`config.mk`:
```
export PLATFORM = sky130hd
export DESIGN_NAME = packet_injector_flat
export DESIGN_NICKNAME = d
export VERILOG_FILES = /design/src/rtl/noc_pkg.sv /design/src/rtl/node_port.sv /design/src/rtl/sat_counter.sv /design/src/rtl/packet_injector.sv /design/src/flat_wrapper.sv
export SDC_FILE = /design/constraint.sdc
export NUM_CORES = 1
export LEC_CHECK = 0
export CAP_MARGIN = 0
export CORE_MARGIN = 2
export CORE_UTILIZATION = 40
export DETAILED_ROUTE_END_ITERATION = 6
export HOLD_SLACK_MARGIN = 0.08
export PLACE_DENSITY = 0.83
export SETUP_SLACK_MARGIN = 0.3
export SLEW_MARGIN = 20
export SYNTH_ARGS = -nofsm -noshare
export SYNTH_HDL_FRONTEND = slang
export SYNTH_SLANG_ARGS = --single-unit
export TNS_END_PERCENT = 20
```
`constraint.sdc`:
```
create_clock -name clk -period 1.96 [get_ports clk]
set_input_delay 0.196 -clock clk [delete_from_list [all_inputs] [get_ports clk]]
set_output_delay 0.196 -clock clk [all_outputs]
set_load 0.05 [all_outputs]
```
`src/rtl/noc_pkg.sv`:
```
// Shared NoC definitions: address, header and flit formats plus the flit type
// enum. Every NoC block imports these rather than defining its own copy.
package noc_pkg;

    localparam int PAYLOAD_W = 32;
    localparam int COORD_W   = 4;
    localparam int HDR_W     = 4 * COORD_W;

    typedef enum logic [1:0] {
        HEADER = 2'd0,
        BODY   = 2'd1,
        TAIL   = 2'd2
    } flit_type_e;

    typedef struct packed {
        logic [COORD_W-1:0] x;
        logic [COORD_W-1:0] y;
    } addr_t;

    typedef struct packed {
        addr_t dst_addr;
        addr_t src_addr;
    } flit_hdr_t;

    typedef struct packed {
        flit_type_e             flit_type;
        logic [PAYLOAD_W-1:0]   payload;
    } flit_t;

    // The flit driven whenever nothing valid is on the link. BODY is used
    // because the router samples flit_type even while enable is low.
    localparam flit_t IDLE_FLIT = '{flit_type: BODY, payload: '0};

    // A header occupies the low bits of the payload; the rest is zero.
    function automatic logic [PAYLOAD_W-1:0] hdr_to_payload(input flit_hdr_t hdr);
        return {{(PAYLOAD_W - HDR_W){1'b0}}, hdr};
    endfunction

endpackage

```
`src/rtl/node_port.sv`:
```
// Link between a node-side injector and the router's local input port.
// Handshake: the sender raises enable with a flit and holds both stable
// until the rising edge where enable && ack; that edge transfers the flit.
interface node_port;
    import noc_pkg::*;

    flit_t flit;
    logic  enable;
    logic  ack;

    modport up   (output flit, output enable, input ack);
    modport down (input flit, input enable, output ack);

endinterface

```
`src/rtl/sat_counter.sv`:
```
// Saturating up-counter: increments on inc_i and sticks at all-ones.
module sat_counter #(
    parameter int WIDTH = 16
) (
    input  logic             clk_i,
    input  logic             rst_ni,
    input  logic             inc_i,
    output logic [WIDTH-1:0] count_o
);

    logic [WIDTH-1:0] count_q;
    logic [WIDTH-1:0] count_d;

    // Next count: step by one unless already at the ceiling.
    always_comb begin
        count_d = count_q;
        if (inc_i && (count_q != '1)) begin
            count_d = count_q + WIDTH'(1);
        end
    end

    // Count register, cleared by reset.
    always_ff @(posedge clk_i or negedge rst_ni) begin
        if (!rst_ni) begin
            count_q <= '0;
        end else begin
            count_q <= count_d;
        end
    end

    assign count_o = count_q;

endmodule

```
`src/rtl/packet_injector.sv`:
```
// Packet injector: turns a request (destination, length) plus a stream of
// payload words into HEADER / BODY... / TAIL flits on the router's local
// input port. Optional statistics counters are built only when the macro
// PACKET_INJECTOR_STATS_EN is defined.
//
// Handshakes: req and data are valid/ready (transfer on valid && ready);
// the flit link transfers on enable && ack and never retracts a flit.
module packet_injector
    import noc_pkg::*;
#(
    parameter int X       = 1,
    parameter int Y       = 1,
    parameter int MAX_LEN = 8,
    parameter int LEN_W   = $clog2(MAX_LEN + 1)
) (
    input  logic                 clk,
    input  logic                 rst_n,
    input  logic                 req_valid,
    output logic                 req_ready,
    input  addr_t                req_dst,
    input  logic [LEN_W-1:0]     req_len,
    input  logic                 data_valid,
    output logic                 data_ready,
    input  logic [PAYLOAD_W-1:0] data,
    output logic [1:0]           dbg_state_o,
`ifdef PACKET_INJECTOR_STATS_EN
    output logic [15:0]          pkt_count,
    output logic [15:0]          stall_count,
`endif
    node_port.up                 port_up
);

    typedef enum logic [1:0] {
        S_IDLE = 2'd0,
        S_HEAD = 2'd1,
        S_BODY = 2'd2
    } state_e;

    state_e           state_q, state_d;
    flit_t            flit_q, flit_d;
    logic             enable_q, enable_d;
    logic [LEN_W-1:0] cnt_q, cnt_d;

    logic             xfer;
    logic             req_hs;
    logic             data_hs;
    logic [LEN_W-1:0] len_clamped;
    flit_hdr_t        hdr;
    flit_t            word_flit;

    // ack only counts while a flit is actually offered.
    assign xfer    = enable_q && port_up.ack;
    assign req_hs  = req_valid && req_ready;
    assign data_hs = data_valid && data_ready;

    // Oversized requests are cut to MAX_LEN so the down-counter cannot wrap.
    assign len_clamped = (req_len > LEN_W'(MAX_LEN)) ? LEN_W'(MAX_LEN) : req_len;

    assign hdr = '{dst_addr: req_dst,
                   src_addr: '{x: COORD_W'(X), y: COORD_W'(Y)}};

    // The last remaining word becomes the TAIL.
    assign word_flit = '{flit_type: (cnt_q == LEN_W'(1)) ? TAIL : BODY,
                         payload:   data};

    // Ready outputs are gated by rst_n so they are low while reset is held
    // and rise as soon as it is released. A new word may be taken whenever
    // the output register is empty or being emptied this cycle.
    assign req_ready  = rst_n && (state_q == S_IDLE) && !enable_q;
    assign data_ready = rst_n && (state_q != S_IDLE) && (!enable_q || port_up.ack)
                        && (cnt_q != '0);

    // Next-state and output-register logic for the packet FSM.
    always_comb begin
        state_d  = state_q;
        flit_d   = flit_q;
        enable_d = enable_q;
        cnt_d    = cnt_q;
        unique case (state_q)
            S_IDLE: begin
                if (req_hs) begin
                    flit_d   = '{flit_type: HEADER, payload: hdr_to_payload(hdr)};
                    enable_d = 1'b1;
                    cnt_d    = len_clamped;
                    state_d  = S_HEAD;
                end
            end
            S_HEAD: begin
                if (xfer) begin
                    state_d = S_BODY;
                    if (cnt_q == '0) begin
                        // Empty packet: the header is followed by a bare TAIL.
                        flit_d   = '{flit_type: TAIL, payload: '0};
                        enable_d = 1'b1;
                    end else if (data_hs) begin
                        flit_d   = word_flit;
                        enable_d = 1'b1;
                        cnt_d    = cnt_q - LEN_W'(1);
                    end else begin
                        flit_d   = IDLE_FLIT;
                        enable_d = 1'b0;
                    end
                end
            end
            S_BODY: begin
                if (xfer && (flit_q.flit_type == TAIL)) begin
                    flit_d   = IDLE_FLIT;
                    enable_d = 1'b0;
                    state_d  = S_IDLE;
                end else if (data_hs) begin
                    flit_d   = word_flit;
                    enable_d = 1'b1;
                    cnt_d    = cnt_q - LEN_W'(1);
                end else if (xfer) begin
                    // Word not available yet: bubble, never marked TAIL.
                    flit_d   = IDLE_FLIT;
                    enable_d = 1'b0;
                end
            end
            default: begin
                flit_d   = IDLE_FLIT;
                enable_d = 1'b0;
                cnt_d    = '0;
                state_d  = S_IDLE;
            end
        endcase
    end

    // State and flit registers; reset abandons any partial packet at once.
    always_ff @(posedge clk or negedge rst_n) begin
        if (!rst_n) begin
            state_q  <= S_IDLE;
            flit_q   <= IDLE_FLIT;
            enable_q <= 1'b0;
            cnt_q    <= '0;
        end else begin
            state_q  <= state_d;
            flit_q   <= flit_d;
            enable_q <= enable_d;
            cnt_q    <= cnt_d;
        end
    end

    assign port_up.flit   = flit_q;
    assign port_up.enable = enable_q;
    assign dbg_state_o    = state_q;

`ifdef PACKET_INJECTOR_STATS_EN
    logic pkt_inc;
    logic stall_inc;

    assign pkt_inc   = xfer && (flit_q.flit_type == TAIL);
    assign stall_inc = enable_q && !port_up.ack;

    sat_counter #(.WIDTH(16)) u_pkt_cnt (
        .clk_i   (clk),
        .rst_ni  (rst_n),
        .inc_i   (pkt_inc),
        .count_o (pkt_count)
    );

    sat_counter #(.WIDTH(16)) u_stall_cnt (
        .clk_i   (clk),
        .rst_ni  (rst_n),
        .inc_i   (stall_inc),
        .count_o (stall_count)
    );
`endif

endmodule

```
`src/flat_wrapper.sv`:
```
// flat-port wrapper written by rule: the top's interface ports become plain ports
module packet_injector_flat import noc_pkg::*;
#(
    parameter int X       = 1,
    parameter int Y       = 1,
    parameter int MAX_LEN = 8,
    parameter int LEN_W   = $clog2(MAX_LEN + 1)
)
  (clk, rst_n, req_valid, req_ready, req_dst, req_len, data_valid, data_ready, data, dbg_state_o, port_up_flit, port_up_enable, port_up_ack);
  node_port port_up_i ();
  input  logic clk;
  input  logic rst_n;
  input  logic req_valid;
  output logic req_ready;
  input  addr_t req_dst;
  input  logic [LEN_W-1:0] req_len;
  input  logic data_valid;
  output logic data_ready;
  input  logic [PAYLOAD_W-1:0] data;
  output logic [1:0] dbg_state_o;
  output wire logic [$bits(port_up_i.flit)-1:0] port_up_flit;
  output wire logic [$bits(port_up_i.enable)-1:0] port_up_enable;
  input wire logic [$bits(port_up_i.ack)-1:0] port_up_ack;
  assign port_up_flit = port_up_i.flit;
  assign port_up_enable = port_up_i.enable;
  assign port_up_i.ack = port_up_ack;
  packet_injector #(.X(X), .Y(Y), .MAX_LEN(MAX_LEN), .LEN_W(LEN_W)) u_core (.clk(clk), .rst_n(rst_n), .req_valid(req_valid), .req_ready(req_ready), .req_dst(req_dst), .req_len(req_len), .data_valid(data_valid), .data_ready(data_ready), .data(data), .dbg_state_o(dbg_state_o), .port_up(port_up_i));
endmodule
```
== Word level (Yosys, flattened, before mapping) ==
Index checks and enable logic that the tools add are counted.
Storage, ports and cells
  bits of input ports: 49
  flip-flop bits (word level): 41
Cells by class
  reductions and logical operators: 18
  equal/unequal tests: 10
  order comparisons: 1
  mux-type cells: 28
  add/sub/neg operators: 1
Operators with widths (count)
  two-way mux 34 bit: 7
  one-hot mux 34 bit (3 select lines): 1
  two-way mux 4 bit: 6
  one-hot mux 4 bit (3 select lines): 1
  logical AND 1 bit: 9
  two-way mux 2 bit: 4
  two-way mux 1 bit: 7
  inequality test 2 x 1 -> 1 bit, second input constant: 3
  one-hot mux 2 bit (3 select lines): 1
  AND reduction 3 bit: 2
  == test 2 bit, second input constant: 2
  == test 4 x 1 -> 1 bit, second input constant: 1
  greater-than comparator 4 bit, second input constant: 1
  zero test 4 bit: 1
  inequality test 2 bit, second input constant: 2
  inequality test 4 x 1 -> 1 bit, second input constant: 1
  AND reduction 4 bit: 1
  nonzero test 4 bit: 1
  subtractor 4 x 1 -> 4 bit, second input constant: 1
  one-hot mux 1 bit (3 select lines): 1
  == test 2 x 1 -> 1 bit, second input constant: 1
  zero test 2 bit: 1
  nonzero test 2 bit: 1
  zero test 1 bit: 1
  logical OR 1 bit: 1

== Longest topological paths before layout ==
Gate-level depths: netlist of the first run.
  word-level depth: 9
  mapped depth: 8
  mapped depth without buffers: 6

== Worst setup path before layout of the first run ==
No wires, ideal clock.
  path type: reg-to-output
  start point: register u_core.state_q[0] (netlist: u_core.dbg_state_o[0])
  end point: output port data_ready
  setup slack: -0.652 ns
  arrival: 2.416 ns
  buffers on the path: 0
  cell stages (with the launch flop): 5
  path through: dfrtp_1 -> inv_1 -> ha_1 -> nand2b_2 -> nor3_1
Between the ends
  word-level cells in the longest chain between the ends: 4
RTL lines
  from (decl): line packet_injector.sv:39  | state_e state_q, state_d;
  from (signal assigned): line packet_injector.sv:137  | state_q <= state_d;
  nonzero test 2 bit: line packet_injector.sv:70  | assign data_ready = rst_n && (state_q != S_IDLE) && (!enable_q || port_up.ack)
  logical AND 1 bit (2 in a row): line packet_injector.sv:70
  logical AND 1 bit: line packet_injector.sv:71  | && (cnt_q != '0);
  to (decl): line flat_wrapper.sv:18  | output logic data_ready;
No other way between the ends.

== Worst setup path after layout of the first run ==
  start point: register u_core.state_q[0] (netlist: u_core.dbg_state_o[0])
  end point: register u_core.cnt_q[3]
Between the ends
  word-level cells in the longest chain between the ends: 9
RTL lines
  nonzero test 2 bit: line packet_injector.sv:70
  logical AND 1 bit (2 in a row): line packet_injector.sv:70
  logical AND 1 bit: line packet_injector.sv:71
  logical AND 1 bit: line packet_injector.sv:54  | assign data_hs = data_valid && data_ready;
  two-way mux 4 bit (3 in a row)
  one-hot mux 4 bit (3 select lines): line packet_injector.sv:79  | unique case (state_q)
  to (signal assigned): line packet_injector.sv:140  | cnt_q <= cnt_d;
  to (decl): line packet_injector.sv:42  | logic [LEN_W-1:0] cnt_q, cnt_d;
Parallel ways exist; a longest one is shown, timed or not. The select of a mux whose other input is x is not followed.
A chain may end at the register's enable or synchronous reset.

==> results.py, run 1 <==
metrics = {
    "global_routing": {
        "grt_pass1_wl_microns": 10200,
        "grt_antenna_before_repair": 0,
        "track_usage": 0.200,
        "grt_overflow_total": 0,
        "grt_start_max_net_pins": 43,
        "grt_pass1_vias": 2048,
    },
    "outcome": {
        "status": "complete, no violations",
    },
    "synthesis": {
        "syn-mean-instance-area_sq_um": 12.6,
        "syn_nets": 246,
        "synth.area.top_cells": "dfrtp_1 42%, mux2_4 16%, and3_1 6.0%, ha_1 3.7%, a32o_1 3.3%",
        "yosys.area.top_type": "dfrtp_1",
        "synth_edf_count": 0,
        "netlist_instances": 190,
        "yosysTopAreaCellShare": 0.418,
        "ys_seq_area_frac": 0.429,
        "synth_flop_cell": "dfrtp_1",
        "synth.ff_latch_count": 41,
        "syn-cell-area_sq_um": 2400,
        "synth_warnings": 0,
        "synth_cell_types": 49,
        "async_reset_ff_frac": 1.00,
    },
    "worst_setup_path": {
        "critPathRequiredTime_ns": 2.15,
        "r2r_setup_slack_ns": 0.007,
        "crit_chain": "inv_4 -> ha_4 -> nand2b_4 -> nor4b_4 -> buf_4 -> o211ai_1 -> buf_4 -> mux2_4",
        "crit_slowest_cell": "dfrtp_2",
        "critical_path.top_delay_family": "simple AND/OR/NAND/NOR gates",
        "crit_path_frequent_cell": "buf_4",
        "cp.arrival_ns": 2.14,
        "end_kind": "flop",
        "critPathBufInv": 3,
        "cp_max_fo": 4,
        "cp-start-kind": "flop",
        "max_stage_delay_ns": 0.42,
        "path_class": "flop to flop",
    },
    "finish": {
        "finalNonFillerCells": 381,
        "final_common_cell": "clkdlybuf4s50_1",
        "final_layout_size_suffix_gt1_frac": 0.320,
        "nets": 361,
        "n_fill_cell": 419,
        "antenna_cells": 0,
        "final_util": 0.647,
        "final_design_area_no_fill_sq_um": 3780,
        "synthToLayoutAreaGrowth_pct": 58.0,
        "mostFrequentLayoutCells": "47 x clkdlybuf4s50_1, 38 x dfrtp_1, 33 x mux2_4",
    },
    "detailed_routing": {
        "viasPerCell": 5.24,
        "initialDrtViolationCount": 78,
        "wire_per_inst_microns": 17.6,
        "drc": 0,
        "dr.pass1.iters": 4,
        "vias": 1997,
        "postRouteAntennaNets": 0,
        "routed_wl_microns": 6720,
    },
    "placed_design": {
        "post_dp_cell_area_sq_um": 3530,
        "port_buffers": 87,
        "dpl.hpwl_microns": 4600,
        "gp_congestion": 0.885,
        "placed_cells": 366,
        "dp_slack_ns": -0.130,
    },
    "power": {
        "p_per_area_nw_per_um2": 1660,
        "p_leak_nw": 2.10,
        "total_power_mw": 6.27,
        "ir_drop_v": 0.000862,
    },
    "clock_network": {
        "numCtsBuffers": 5,
        "cts_max_path_buffers": 2,
        "insertion_delay_ns": 0.30,
        "htree_levels": 2,
        "path_clk_slew_ns": 0.08,
        "cts_sinks": 41,
        "root_buffer": "clkbuf_8",
        "cts_tree": "done",
    },
    "die": {
        "start_util": 0.410,
        "core-area_sq_um": 5850,
        "dieWidth_microns": 81.4,
        "ioPinCount": 88,
        "die_h_microns": 81.4,
        "rows": 28,
        "die-area_sq_um": 6630,
    },
    "sta": {
        "finalCritPeriodShare": 0.996,
        "final_max_slew_viol_count": 0,
        "post-route-min-period_ns": 1.95,
        "setup_violations": 0,
        "worst_clock_skew_ns": 0.00503,
        "fmax_ghz": 0.512,
        "setup_ws_ns": 0.00735,
        "slew_headroom": 0.629,
        "rsz0062_at_grt": "yes",
        "max_slew.worst_pin.slew_ns": 0.555,
        "hold_violations": 0,
    },
    "flow_run": {
        "cap_viol_max_count": 0,
    },
    "worst_hold_path": {
        "hold_path_class": "flop to flop",
    },
}
[Yosys cell counts (2+ instances only)]
cell type  instances
buf_12             3
mux2_1             3
a32o_1             8
a21oi_1            2
clkbuf_1           5
and3_1            23
mux2_4            26
mux2_2             5
o211ai_1           2
nor2_1             5
dfrtp_1           40
nand2_1            3
a31oi_1            5
nor2b_1            2
o2111ai_1          2
ha_1               7
mux2i_1            5
inv_1             12
nand3b_1           2
[cell families after synthesis]
family,after synthesis,synth area share
AO/OA/AOI/OAI,30,0.102
adder cells (fa/ha/maj),7,0.0366
buffers and inverters,23,0.0606
AND/OR/NAND/NOR,50,0.151
flip-flops,41,0.429
multiplexers,39,0.221
[per-layer routing]
| metal | global-route usage | part of all wire | vias up |
|---|---|---|---|
| met1 | 0.245 | 0.42 | 987 |
| met4 | 0.0814 | 0.019 | 0 |
| met5 | 0 | 0 | - |
| li1 | - | - | 937 |
| met2 | 0.345 | 0.50 | 62 |
| met3 | 0.0378 | 0.056 | 11 |
[per-stage QoR]
stage / setup TNS (ns) / hold WS [ns]
6_report: 0 / 0.489
5_1_grt: -1.16 / 0.514
4_1_cts: -0.00663 / 0.496
3_5_place_dp: -3.39 / 0.388
3_3_place_gp: -2.30 / 0.392
2_1_floorplan: -3.58 / -0.0996
[flip-flops by register name, indices dropped and copies added (netlist names)]
register               cells
u_core.port_up.flit       34
u_core.port_up.enable      1
u_core.cnt_q               4
u_core.dbg_state_o         2
[path summary, 6_finish.rpt]
check / endpoint / from / depth (start not counted)
max: u_core.cnt_q[3] / u_core.dbg_state_o[0] / 8
min: u_core.port_up.flit[18] / u_core.port_up.flit[18] / 1
max reg2reg: u_core.cnt_q[3] / u_core.dbg_state_o[0] / 8
min reg2reg: u_core.port_up.flit[18] / u_core.port_up.flit[18] / 1
max in group asynchronous: u_core.dbg_state_o[0] / rst_n / 3
min in group asynchronous: u_core.port_up.flit[3] / rst_n / 3
[worst reg2reg max path, delay by kind of cell, from the launching register on]
| family | cells | cell delay, ns |
|---|---|---|
| simple gates | 2 | 0.47 |
| flops | 1 | 0.42 |
| buf+inv | 3 | 0.38 |
| mux | 1 | 0.29 |
| fa+ha+maj | 1 | 0.16 |
| compound gates | 1 | 0.11 |
[power breakdown]
| group | switching, mW | total, mW | internal [mW] |
|---|---|---|---|
| Combinational | 2.32 | 4.47 | 2.15 |
| Sequential | 0.163 | 1.25 | 1.09 |
| Clock | 0.300 | 0.545 | 0.246 |
| Total | 2.79 | 6.27 | 3.49 |
[cell type report]
cell class                 count  area [sq um]  share of cell area
clock buffer                   5          68.8              0.0182
clock inverter                 3          17.5             0.00463
inverter                      12          47.5              0.0126
multi-input combinational    126          1320               0.349
sequential                    41          1030               0.272
tap                           75          93.8              0.0248
timing repair buffer         119          1210               0.319
[timing repair]
action,CTS,global route
pin swaps,8,10
hold buffers,1,0
endpoints found under the setup margin,67,55
buffers inserted,0,5
cloned,0,1
endpoints found under the hold margin,40,0
resized for setup,38,25
Note: power is estimated with default switching activity, not from simulation.
==> run 2: changes to the inputs <==
--- a/config.mk
+++ b/config.mk
@@ -10,7 +10,7 @@
 export CORE_UTILIZATION = 40
 export DETAILED_ROUTE_END_ITERATION = 6
 export HOLD_SLACK_MARGIN = 0.08
-export PLACE_DENSITY = 0.83
+export PLACE_DENSITY = 0.84
 export SETUP_SLACK_MARGIN = 0.3
 export SLEW_MARGIN = 20
 export SYNTH_ARGS = -nofsm -noshare
==> run 2 against run 1 <==
The flow now finishes with violations (negative setup slack). Power grew 12%. Non-clock buffer count grew 9. Global-route usage grew 1.2 points. Fmax shrank 3.5%. Combinational power grew 14%. Sequential share of layout area shrank 1.1 points. Cell area grew 4.3%. First-iteration DRC count grew 68%. Die area is the same. Flip-flop and latch count is the same. Largest power group unchanged. Critical path type unchanged.
==> results.py, run 2 (same netlist as run 1, synthesis figures left out) <==
metrics = {
    "flow_run": {
        "cap_viol_max_count": 0,
    },
    "sta": {
        "rsz0062_at_grt": "yes",
        "finalCritPeriodShare": 1.03,
        "setup_ws_ns": -0.0639,
        "holdWs_ns": 0.515,
        "hold_violations": 0,
        "worst_clock_skew_ns": 0.00516,
        "slew_headroom": 0.646,
        "max_slew.worst_pin.slew_ns": 0.531,
        "post-route-min-period_ns": 2.02,
        "setup_tns_ns": -0.964,
        "setup_violations": 20,
        "fmax_ghz": 0.494,
        "final_max_slew_viol_count": 0,
    },
    "clock_network": {
        "cts_sinks": 41,
        "path_clk_slew_ns": 0.08,
        "root_buffer": "clkbuf_8",
        "numCtsBuffers": 5,
        "htree_levels": 2,
        "cts_tree": "done",
        "cts_max_path_buffers": 2,
        "insertion_delay_ns": 0.29,
    },
    "global_routing": {
        "grt_pass1_vias": 2176,
        "grt_pass1_wl_microns": 10600,
        "grt_antenna_before_repair": 0,
        "grt_overflow_total": 0,
        "grt_start_max_net_pins": 43,
        "track_usage": 0.212,
    },
    "finish": {
        "n_fill_cell": 389,
        "largest_register_ffs": 34,
        "final_layout_size_suffix_gt1_frac": 0.343,
        "final_common_cell": "clkdlybuf4s50_1",
        "nets": 370,
        "final_design_area_no_fill_sq_um": 3950,
        "antenna_cells": 0,
        "final_util": 0.675,
        "mostFrequentLayoutCells": "65 x clkdlybuf4s50_1, 38 x dfrtp_1, 34 x mux2_4",
        "finalNonFillerCells": 390,
        "synthToLayoutAreaGrowth_pct": 64.8,
    },
    "detailed_routing": {
        "initialDrtViolationCount": 131,
        "routed_wl_microns": 7330,
        "viasPerCell": 5.39,
        "drc": 0,
        "wire_per_inst_microns": 18.8,
        "dr.pass1.iters": 4,
        "vias": 2104,
        "postRouteAntennaNets": 0,
    },
    "die": {
        "core-area_sq_um": 5850,
        "start_util": 0.410,
        "ioPinCount": 88,
        "die_h_microns": 81.4,
        "die-area_sq_um": 6630,
        "rows": 28,
        "dieWidth_microns": 81.4,
    },
    "worst_setup_path": {
        "cp_max_fo": 6,
        "cp-start-kind": "flop",
        "critPathRequiredTime_ns": 2.13,
        "r2r_setup_slack_ns": -0.06,
        "r2r-start": "u_core.dbg_state_o[0]",
        "rr_worst_depth": 8,
        "end_kind": "flop",
        "cp.arrival_ns": 2.20,
        "timing.rr.end": "u_core.port_up.flit[17]",
        "path_class": "flop to flop",
    },
    "worst_hold_path": {
        "min_to": "u_core.port_up.flit[30]",
        "worstHoldPathCells": 1,
        "hold_path_class": "flop to flop",
        "min-delay-start": "u_core.port_up.flit[30]",
    },
    "placed_design": {
        "port_buffers": 87,
        "gp_congestion": 0.879,
        "placed_cells": 367,
        "dp_slack_ns": -0.0909,
        "post_dp_cell_area_sq_um": 3530,
        "dpl.hpwl_microns": 4640,
    },
    "outcome": {
        "status": "finished, violations left",
        "violations": "negative setup slack",
    },
    "power": {
        "total_power_mw": 7.01,
        "p_per_area_nw_per_um2": 1780,
        "p_leak_nw": 1.95,
        "ir_drop_v": 0.000805,
    },
}
[run 2: cell count changes in the layout (fill, tap and decap cells not counted), moves of 2 or more]
cell / delta
buf_16: +2
buf_6: +5
clkdlybuf4s50_1: +18
dlygate4sd2_1: -6
dlymetal6s2s_1: -12
ha_1: -2
ha_4: +2
[run 2: cell type report]
cell class | instances | area, sq um | area share
timing repair buffer | 128 | 1330 | 0.337
sequential | 41 | 1030 | 0.261
clock buffer | 6 | 72.6 | 0.0184
multi-input combinational | 126 | 1340 | 0.340
clock inverter | 2 | 35.0 | 0.00887
tap | 75 | 93.8 | 0.0238
inverter | 12 | 45.0 | 0.0114
[run 2: per-layer routing]
metal	up-vias	routed length (microns)	track usage
li1	957	-	-
met1	1052	2930	0.246
met2	81	3740	0.384
met3	14	482	0.0511
met4	0	176	0.0644
met5	-	0	0
[run 2: critical path: stages (launching register included)]
cell and delay, ns:
dfrtp_2 0.40, inv_2 0.06, ha_4 0.17, nand2b_4 0.15, nor4b_4 0.29, o21a_2 0.26, buf_12 0.15, buf_12 0.12
mux2_4 0.30
[run 2: how the worst max path moves through the flow]
stage | from | endpoint | slack, ns | cells after the start
after floorplan | u_core.dbg_state_o[1] | u_core.port_up.flit[1] | -0.14 | 8
after global placement | port_up_ack | u_core.port_up.flit[10] | -0.06 | 6
after detailed placement | port_up_ack | u_core.port_up.flit[8] | -0.09 | 6
after CTS | u_core.dbg_state_o[0] | u_core.port_up.flit[26] | -0.02 | 8
after global routing | u_core.dbg_state_o[0] | u_core.port_up.flit[17] | -0.11 | 8
final | u_core.dbg_state_o[0] | u_core.port_up.flit[17] | -0.06 | 8
[run 2: repair_timing]
item | in CTS | in global routing
setup endpoints to repair | 61 | 61
gates resized for setup | 49 | 4
hold buffers | 1 | 0
buffers inserted | 10 | 1
gates cloned | 2 | 1
hold endpoints to repair | 12 | 0
pin swaps | 8 | 8
[run 2: report_power, final]
part           internal, mW  leakage [nW]  switching, mW
clock network         0.378        0.0552          0.297
registers              1.09         0.547          0.159
logic                  2.62          1.35           2.47
total                  4.09          1.95           2.92
